<file path="config.mk">
export PLATFORM = sky130hd
export DESIGN_NAME = relay_sequencer
export DESIGN_NICKNAME = d
export VERILOG_FILES = /design/src/rtl/relay_sequencer.sv
export SDC_FILE = /design/constraint.sdc
export NUM_CORES = 1
export LEC_CHECK = 0
export ABC_CLOCK_PERIOD_IN_PS = 2930
export BUFFER_PORTS_ARGS = -buffer_cell sky130_fd_sc_hd__buf_2
export CAP_MARGIN = 20
export CELL_PAD_IN_SITES_DETAIL_PLACEMENT = 0
export CELL_PAD_IN_SITES_GLOBAL_PLACEMENT = 1
export CORE_AREA = 2 2 92 94
export DETAILED_ROUTE_END_ITERATION = 16
export DIE_AREA = 0 0 94 96
export GPL_TIMING_DRIVEN = 0
export HOLD_SLACK_MARGIN = 0.08
export PLACE_DENSITY = 0.85
export SKIP_CTS_REPAIR_TIMING = 1
export SLEW_MARGIN = 5
export SYNTH_ARGS = -nofsm -noshare
export SYNTH_HDL_FRONTEND = slang
export SYNTH_SLANG_ARGS = --single-unit
</file>
<file path="constraint.sdc">
create_clock -name clk -period 2.93 [get_ports clk]
set_clock_uncertainty 0.2 [all_clocks]
set_input_delay 0.1465 -clock clk [delete_from_list [all_inputs] [get_ports clk]]
set_output_delay 0.1465 -clock clk [all_outputs]
set_load 0.02 [all_outputs]
</file>
<file path="src/rtl/relay_sequencer.sv">
// Break-before-make sequencer for a shared bank of relay/switch channels.
// At most one coil is driven at a time, and channels are granted round-robin.
module relay_sequencer #(
  parameter int N_CH  = 4,
  parameter int CNT_W = 16
) (
  input  logic             clk,
  input  logic             rst,
  input  logic [N_CH-1:0]  req,
  input  logic [CNT_W-1:0] settle_cycles,
  input  logic [CNT_W-1:0] hold_cycles,
  input  logic [CNT_W-1:0] dead_cycles,
  output logic [N_CH-1:0]  drive,
  output logic [N_CH-1:0]  closed,
  output logic             busy,
  output logic             done
);

  localparam int PTR_W = (N_CH > 1) ? $clog2(N_CH) : 1;
  localparam logic [PTR_W:0] N_SZ = (PTR_W+1)'(N_CH);
  localparam logic [PTR_W-1:0] LAST_CH = PTR_W'(N_CH - 1);

  typedef enum logic [1:0] {IDLE, MAKE, ON, BREAK} state_t;

  state_t           state;
  logic [CNT_W-1:0] cnt;
  logic [CNT_W-1:0] lim;
  logic [PTR_W-1:0] ptr;
  logic [PTR_W-1:0] cur;
  logic [PTR_W-1:0] ptr_next;

  logic [2*N_CH-1:0] rot;
  logic [PTR_W:0]    sum;
  logic [PTR_W-1:0]  pick;
  logic              pick_vld;
  logic [N_CH-1:0]   cur_oh;
  logic              req_cur;
  logic              req_other;
  logic              hold_met;

  // Rotate requests so bit 0 is the pointer channel; the lowest set bit wins.
  always_comb begin
    rot      = {req, req} >> ptr;
    sum      = '0;
    pick     = ptr;
    pick_vld = 1'b0;
    for (int i = N_CH - 1; i >= 0; i--) begin
      sum = {1'b0, ptr} + (PTR_W+1)'(i);
      if (sum >= N_SZ) sum = sum - N_SZ;
      if (rot[i]) begin
        pick     = sum[PTR_W-1:0];
        pick_vld = 1'b1;
      end
    end
  end

  always_comb begin
    cur_oh    = N_CH'(1) << cur;
    req_cur   = |(req & cur_oh);
    req_other = |(req & ~cur_oh);
    hold_met  = (cnt >= lim);
    ptr_next  = (cur == LAST_CH) ? '0 : cur + 1'b1;
  end

  // lim holds the timing value latched on entry to the current state.
  always_ff @(posedge clk) begin
    if (rst) begin
      state  <= IDLE;
      cnt    <= '0;
      lim    <= '0;
      ptr    <= '0;
      cur    <= '0;
      drive  <= '0;
      closed <= '0;
      busy   <= 1'b0;
      done   <= 1'b0;
    end else begin
      done <= 1'b0;
      case (state)
        IDLE: begin
          if (pick_vld) begin
            cur   <= pick;
            drive <= N_CH'(1) << pick;
            cnt   <= '0;
            lim   <= settle_cycles;
            busy  <= 1'b1;
            state <= MAKE;
          end
        end
        MAKE: begin
          if (cnt == lim) begin
            closed <= drive;
            cnt    <= '0;
            lim    <= hold_cycles;
            state  <= ON;
          end else begin
            cnt <= cnt + 1'b1;
          end
        end
        ON: begin
          if (hold_met && (!req_cur || req_other)) begin
            drive  <= '0;
            closed <= '0;
            cnt    <= '0;
            lim    <= dead_cycles;
            ptr    <= ptr_next;
            state  <= BREAK;
          end else if (cnt != '1) begin
            cnt <= cnt + 1'b1;
          end
        end
        BREAK: begin
          if (cnt == lim) begin
            done  <= 1'b1;
            busy  <= 1'b0;
            state <= IDLE;
          end else begin
            cnt <= cnt + 1'b1;
          end
        end
        default: state <= IDLE;
      endcase
    end
  end

endmodule

</file>
### Word-level counts from Yosys, hierarchy flattened

Index checks and enable logic that the tools add are counted.

* $add $sub $neg: 9
* $mul: 0
* divide/modulo/power cells: 0
* $lt $le $gt $ge: 5
* equality and inequality tests: 12
* shifts and indexed selects: 3
* mux-type cells: 37
* bitwise operators: 4
* reduce and logical (&&, ||, !) cells: 19

Operators with widths (number)
* 16-bit 2-to-1 mux: 8
* 16-bit one-hot mux with 4 select lines: 1
* 16-bit one-hot mux with 3 select lines: 1
* 2-bit 2-to-1 mux: 13
* 16-bit by 1-bit adder with 16-bit output, second input constant: 1
* 16-bit equality test: 1
* 16-bit >= comparator: 1
* 16-bit != test, second input constant: 1
* 4-bit one-hot mux with 2 select lines: 2
* 4-bit 2-to-1 mux: 3
* 3-bit AND reduction: 4
* 2-bit != test, second input constant: 5
* 3-bit >= comparator, second input constant: 3
* 4-bit bitwise AND: 2
* 2-bit one-hot mux with 4 select lines: 1
* 4-bit AND reduction: 2
* 4-bit OR reduction: 2
* 1-bit by 2-bit << shifter with 4-bit output, first input constant: 2
* 8-bit by 2-bit >> shifter with 4-bit output: 1
* 2-bit by 1-bit subtractor with 2-bit output, second input constant: 4
* 1-bit 2-to-1 mux: 7
* 2-bit by 2-bit adder with 3-bit output, second input constant: 2
* 2-bit equality test, second input constant: 3
* 2-bit nonzero test: 3
* 15 further kinds: 16

* register bits: 48
* latch bits: 0
* RAM bits: 0
* bits in read-only memories: 0
* input port bits: 54
* output and inout bits: 10
* logic and storage cells: 98
* memories kept: 0

### Longest topological paths before layout

Gate-level depths: netlist (run 1).

* depth in word-level cells: 10
* depth in mapped cells: 10
* gate-level depth less buffers: 9

### Least setup slack after synthesis (run 1)

OpenSTA, ideal clock, no wires.

* kind: register to register
* start point: register cnt[0]
* end point: register cnt[13]
* library setup time: 0.139 ns
* arrival: 2.242 ns
* required time: 2.591 ns
* path slack: 0.349 ns
* stages on the path, launching flop included: 10
* buffers on the path: 0
* clock period less this slack: 2.581 ns
* cell sequence: dfxtp_1 > inv_1 > ha_1 > and4_1 > or4b_4 > a21o_1 > nor2_1 > a211oi_4 > o31ai_4 > a311oi_1

* word-level cells in the longest chain between the ends: 4
* elaborated cells on any way between the ends: 13

RTL lines
* start, declared: line 26 `logic [CNT_W-1:0] cnt;`
* start signal, assigned: line 97 `cnt <= cnt + 1'b1;`
* start signal, assigned: line 109 `cnt <= cnt + 1'b1;`
* start signal, assigned: line 118 `cnt <= cnt + 1'b1;`
* 16-bit by 1-bit adder with 16-bit output or 16-bit >= comparator (tied branches)
* 16-bit 2-to-1 mux or 1-bit logical AND (tied branches): line 108, 101
* 16-bit 2-to-1 mux or 3-bit != test (tied branches)
* 16-bit one-hot mux with 4 select lines or 3-bit AND reduction (tied branches)

Several ways; a longest one is shown, not always the timed one. The select of a mux whose other input is x is not followed.
A chain may end at the register's enable or synchronous reset.

### Worst setup path after layout (run 1)

* start point: register cnt[11]
* end point: register cnt[13]

The elaborated chain is that of the path after synthesis.

==> out/metrics.cfg, run 1 <==
[status]
status=finished clean

[route]
post_drt_wl_per_cell_um=15.2
wl_um=8950
antenna_left=0
drcViolationCount=0
drt-initial-drc-count=164
viasPerCell=5.53
vias=3254
drt_pass1_iterations=5

[floorplan]
ios=64
die_h_um=96
num_rows=33
core_area_um2=8050
start_util_pct=39.3
die_area_um2=9020
die_width_um=94

[global_route]
grt_pass1_wl_um=13400
grt_overflow=0
grt_max_degree=16
first_global_vias=2807
antenna_found_initial=0
track_usage_pct=18.7

[place]
dpl-instance-area_um2=3610
place_congestion=0.828
pre_cts_slack_ns=-0.0438
placedCellCount=565
place.detailed.hpwl_um=6710
numPortBuffers=63

[synth]
synth.most_common_cell=dfxtp_1
yosys-top-cells-count=dfxtp_1 (48), o21ai_0 (36), nand2_1 (31), inv_1 (28), nor2_1 (28)
yosys_warnings=0
synth.avg_cell_area_um2=7.96
synthFlopType=dfxtp_1
seq_area_frac_synth_pct=30.4
synth_top_area_cell=dfxtp_1
syn-num-nets=477
syn_area_um2=3160
syn_inst=397
synthTopCellsByArea=dfxtp_1 (30%), ha_1 (10%), o21ai_0 (5.7%)
yosysTopAreaCellShare_pct=30.4
synth_edf_count=0
synthArstFlopShare_pct=0
ys_types=54
synth-seq-cells=48

[sta]
setup_violations=0
setup_tns_ns=0
worst_pin_slew_ns=0.650
fin_crit_sh_pct=98.9
fmax_mhz=345
slew_viol_final=0
finalHoldViolCount=0
relSlewSlack_pct=56.7
period_minus_slack_ns=2.90
setup_slack_ns=0.0326

[setup_path]
worstPathRequired_ns=2.91
path_max_fanout=8
worst_r2r_path_depth=10
r2r-start=cnt[11]$_SDFFE_PP0P_
cp-startpoint=cnt[11]$_SDFFE_PP0P_
ff2ff_setup_slack_ns=0.03
crit_type=flop to flop
startpoint_type=flop
regToRegEndpoint=cnt[13]$_SDFFE_PP0P_
crit_arrival_ns=2.88
endpoint_kind=flop

[min_path]
min_from=settle_cycles[12]
hold_depth=4
hold_class=primary input to flop
holdPathEnd=lim[12]$_SDFFE_PP0P_

[layout]
nNetsFinal=562
drive_gt1_share_pct=23.8
final_core_util_pct=48.7
diodes=0
design_area_um2=3920
finalNonFillerCells=588
area_delta_synth_final_pct=24.1

[clock_network]
clock_latency_ns=0.31
clk_path_buf_depth=2
cts_tree=built
clk_pin_slew_ns=0.10
htree_levels=2
cts_buffers=5
cts_sinks=48
clockRootBuffer=clkbuf_8

[pwr]
powerDensity_nw_per_um2=859
p_leak_nw=1.59
ir_worst_vdd_mv=0.452

[job]
maxCapViolations=0

[worst max path at each step]
stage,endpoint,cells after the start
after floorplan,cnt[13]$_SDFFE_PP0P_,9
after global placement,cnt[5]$_SDFFE_PP0P_,9
after detailed placement,cnt[8]$_SDFFE_PP0P_,9
after CTS,cnt[8]$_SDFFE_PP0P_,9
after global routing,cnt[13]$_SDFFE_PP0P_,10
final,cnt[13]$_SDFFE_PP0P_,10
[flip-flops by register name, summed over array words and instances, names as in the netlist]
| signal | count |
|---|---|
| done | 1 |
| ptr | 2 |
| busy | 1 |
| lim | 16 |
| state | 2 |
| closed | 4 |
| cur | 2 |
| cnt | 16 |
| drive | 4 |
[worst max-delay path, stage by stage (launching register included)]
cell      delay, ns
dfxtp_1        0.39
ha_1           0.35
nand4_1        0.19
or4b_4         0.61
a21o_1         0.23
nor2_2         0.13
a211oi_4       0.08
buf_12         0.14
o31ai_4        0.20
buf_4          0.18
a311oi_1       0.05
[cells by family after synthesis]
| logic type | share of synthesized area (%) |
|---|---|
| AND/OR/NAND/NOR | 23.3 |
| XOR/XNOR | 0.554 |
| multiplexers | 0.317 |
| buffers and inverters | 6.14 |
| AO/OA/AOI/OAI | 29.0 |
| adder cells (fa/ha/maj) | 10.3 |
| flip-flops | 30.4 |
[layout by cell type, fill, tap and decap left out, types with 16 or more instances in the layout]
master	synthesis	layout
a21oi_1	20	20
a22oi_1	16	16
buf_2	3	64
dfxtp_1	48	43
ha_1	26	26
inv_1	28	28
nand2_1	31	31
nand3_1	18	18
nor2_1	28	25
o21ai_0	36	36
o31ai_1	16	16
or4_1	18	18
[per-stage QoR]
stage	hold WS (ns)	total power, mW
2_1_floorplan	0.132	2.22
3_3_place_gp	0.253	2.63
3_5_place_dp	0.249	2.67
4_1_cts	-0.0370	3.17
5_1_grt	0.0843	3.64
6_report	0.0617	3.37
[layer usage]
layer | vias to the layer above | global-route usage [%] | share of wire, %
met4 | 0 | 5.68 | 1.0
met3 | 6 | 2.35 | 3.2
met5 | - | 0 | 0
met2 | 63 | 31.3 | 48
met1 | 1516 | 25.2 | 48
li1 | 1669 | - | -
[layout make-up]
| cell class | instances | area [um^2] |
|---|---|---|
| clock inverters | 3 | 42.5 |
| repair buffers | 78 | 473 |
| plain buffers | 22 | 103 |
| well taps | 105 | 131 |
| clock buffers | 5 | 68.8 |
| flip-flops and latches | 48 | 967 |
| inverters | 28 | 105 |
| fillers | 819 | 4130 |
| multi-input cells | 299 | 2030 |
[power by group]
| part | switching (mW) | internal (mW) |
|---|---|---|
| registers | 0.0659 | 0.815 |
| clock network | 0.243 | 0.253 |
| logic | 1.23 | 0.769 |
Power figures use the tool's default switching activity.
==> inputs of run 2 (changes only) <==
Settings changed: CELL_PAD_IN_SITES_DETAIL_PLACEMENT 0 to 2, CELL_PAD_IN_SITES_GLOBAL_PLACEMENT 1 to 2, CORE_AREA 2 2 92 94 to 2 2 103 105, DIE_AREA 0 0 94 96 to 0 0 105 107, PLACE_DENSITY 0.85 to 0.86.
==> out/metrics.cfg, run 2 (synthesis gave the netlist of run 1 again) <==
[status]
status=finished with violations  ; was finished clean
violations=negative setup slack

[job]
maxCapViolations=0  ; unchanged

[route]
vias=3564  ; was 3254
antenna_left=0  ; unchanged
post_drt_wl_per_cell_um=22.3  ; was 15.2 um
viasPerCell=5.75  ; was 5.53
drcViolationCount=0  ; unchanged
drt-initial-drc-count=189  ; was 164
drt_pass1_iterations=4  ; was 5
wl_um=13800  ; was 8950 um

[min_path]
hold_class=primary input to flop  ; unchanged

[pwr]
powerDensity_nw_per_um2=949  ; was 859 nW/um^2
pwr-share-clk_pct=13.2  ; was 14.7%
seq_power_share_pct=23.3  ; was 26.1%
comb_power_share_pct=63.5  ; was 59.2%
p_int_mw=2.00  ; was 1.84 mW
p_leak_nw=1.61  ; was 1.59 nW
p_sw_mw=1.91  ; was 1.53 mW
swShare_pct=48.9  ; was 45.5%
ir_worst_vdd_mv=0.326  ; was 0.452 mV

[setup_path]
cpPeakStageDelay_ns=0.54  ; was 0.61 ns
slowest_stage=or4_1  ; was or4b_4
endpoint_kind=flop  ; unchanged
crit_type=flop to flop  ; unchanged
startpoint_type=flop  ; unchanged
crit_arrival_ns=2.94  ; was 2.88 ns
critPathBufInv=2  ; unchanged
path_delay_family=compound AO/OA/AOI/OAI gates  ; was simple AND/OR/NAND/NOR gates
path_max_fanout=10  ; was 8
worstPathCellList=inv_1, ha_4, nand2_1, o21a_1, o221a_1, o211ai_4, a21oi_4, buf_6, or4_1, o31ai_1  ; was ha_1, nand4_1, or4b_4, a21o_1, nor2_2, a211oi_4, buf_12, o31ai_4, buf_4, a311oi_1
worstPathRequired_ns=2.93  ; was 2.91 ns

[layout]
diodes=0  ; unchanged
final_core_util_pct=40.8  ; was 48.7%
multi_input_area_um2=2180  ; was 2030 um^2
drive_gt1_share_pct=29.1  ; was 23.8%
ff_latch_area_um2=982  ; was 967 um^2
nNetsFinal=563  ; was 562
fillers=1189  ; was 819
layout_commonest_cell=buf_2  ; unchanged
layout_common_cells=buf_2 (63), o21ai_0 (36), dfxtp_1 (33), nand2_1 (31), inv_1 (26)  ; was buf_2 (64), dfxtp_1 (43), o21ai_0 (36), nand2_1 (31), inv_1 (28)
reg_top3=cnt: 16 flops, lim: 16 flops  ; unchanged
area_delta_synth_final_pct=30.2  ; was 24.1%

[global_route]
antenna_found_initial=0  ; unchanged
track_usage_pct=20.6  ; was 18.7%
grt_max_degree=15  ; was 16
first_global_vias=3725  ; was 2807
grt_overflow=0  ; unchanged
grt_pass1_wl_um=18700  ; was 13400 um

[clock_network]
clockRootBuffer=clkbuf_8  ; unchanged
htree_levels=2  ; unchanged
cts_tree=built  ; unchanged
cts_sinks=48  ; unchanged
clk_pin_slew_ns=0.09  ; was 0.10 ns
clk_path_buf_depth=2  ; unchanged
cts_buffers=5  ; unchanged
clock_latency_ns=0.33  ; was 0.31 ns

[sta]
fmax_mhz=340  ; was 345 MHz
finalHoldViolCount=0  ; unchanged
slew_viol_final=0  ; unchanged
worst_pin_slew_ns=0.689  ; was 0.650 ns
relSlewSlack_pct=53.7  ; was 56.7%
setup_slack_ns=-0.0135  ; was 0.0326 ns
setup_violations=1  ; was 0
fin_crit_sh_pct=100  ; was 98.9%
rsz0062_at_grt=true
fin_hold_ws_ns=0.0499  ; was 0.0617 ns
period_minus_slack_ns=2.94  ; was 2.90 ns

[floorplan]
num_rows=37  ; was 33
die_width_um=105  ; was 94 um
die_area_um2=11200  ; was 9020 um^2
start_util_pct=31.3  ; was 39.3%
die_h_um=107  ; was 96 um
core_area_um2=10100  ; was 8050 um^2
ios=64  ; unchanged

[place]
pre_cts_slack_ns=-0.162  ; was -0.0438 ns
numPortBuffers=63  ; unchanged
place.detailed.hpwl_um=8930  ; was 6710 um
place_congestion=0.808  ; was 0.828

run 2: cell count changes in the layout (fill, tap and decap cells not counted), sizes merged:
cell	change
clkbuf	-1
dlygate4sd3	-2
buf	+5
clkinvlp	-1
run 2: final cells by class:
type	count	area share, %
Multi-Input combinational cell	299	53.0
Sequential cell	48	23.9
Timing Repair Buffer	79	11.0
Tap cell	136	4.14
Buffer	22	2.80
Inverter	28	2.55
Clock buffer	6	1.76
Clock inverter	2	0.852
run 2: path summary, 6_finish.rpt:
kind | end | cells after the start | slack (ns) | startpoint
max | lim[11]$_SDFFE_PP0P_ | 10 | -0.01 | lim[7]$_SDFFE_PP0P_
max reg2reg | lim[11]$_SDFFE_PP0P_ | 10 | -0.01 | lim[7]$_SDFFE_PP0P_
min reg2reg | closed[2]$_SDFFE_PP0P_ | 1 | 0.29 | closed[2]$_SDFFE_PP0P_
min | lim[7]$_SDFFE_PP0P_ | 4 | 0.05 | settle_cycles[7]
run 2: metal layers:
layer,vias up,share of wire (%),GRT usage (%)
li1,1671,-,-
met1,1807,42,24.5
met4,0,1.6,5.52
met3,17,3.0,2.07
met2,69,54,39.0
met5,-,0,0
run 2: power by group through the flow:
stage | clock network [mW] | logic [mW] | registers, mW
2_1_floorplan | 0 | 1.31 | 0.905
3_3_place_gp | 0 | 1.78 | 0.893
3_5_place_dp | 0 | 1.90 | 0.906
4_1_cts | 0.501 | 1.94 | 0.893
5_1_grt | 0.550 | 2.70 | 0.930
6_report | 0.516 | 2.48 | 0.911
run 2: worst min-delay path, cell delays in order:
cell and delay [ns]:
buf_2 0.09, o21ai_0 0.13, or4_1 0.11, o31ai_1 0.06
run 2: metrics by stage:
| stage | TNS (ns) | instance area [um^2] | cells | power (mW) |
|---|---|---|---|---|
| floorplan | 0 | 3160 | 397 | 2.22 |
| global placement | -0.268 | 3650 | 596 | 2.67 |
| detailed placement | -2.63 | 3650 | 596 | 2.81 |
| CTS | -5.95 | 3750 | 604 | 3.33 |
| global route | -2.31 | 4110 | 620 | 4.18 |
| finish | -0.0135 | 4110 | 620 | 3.91 |
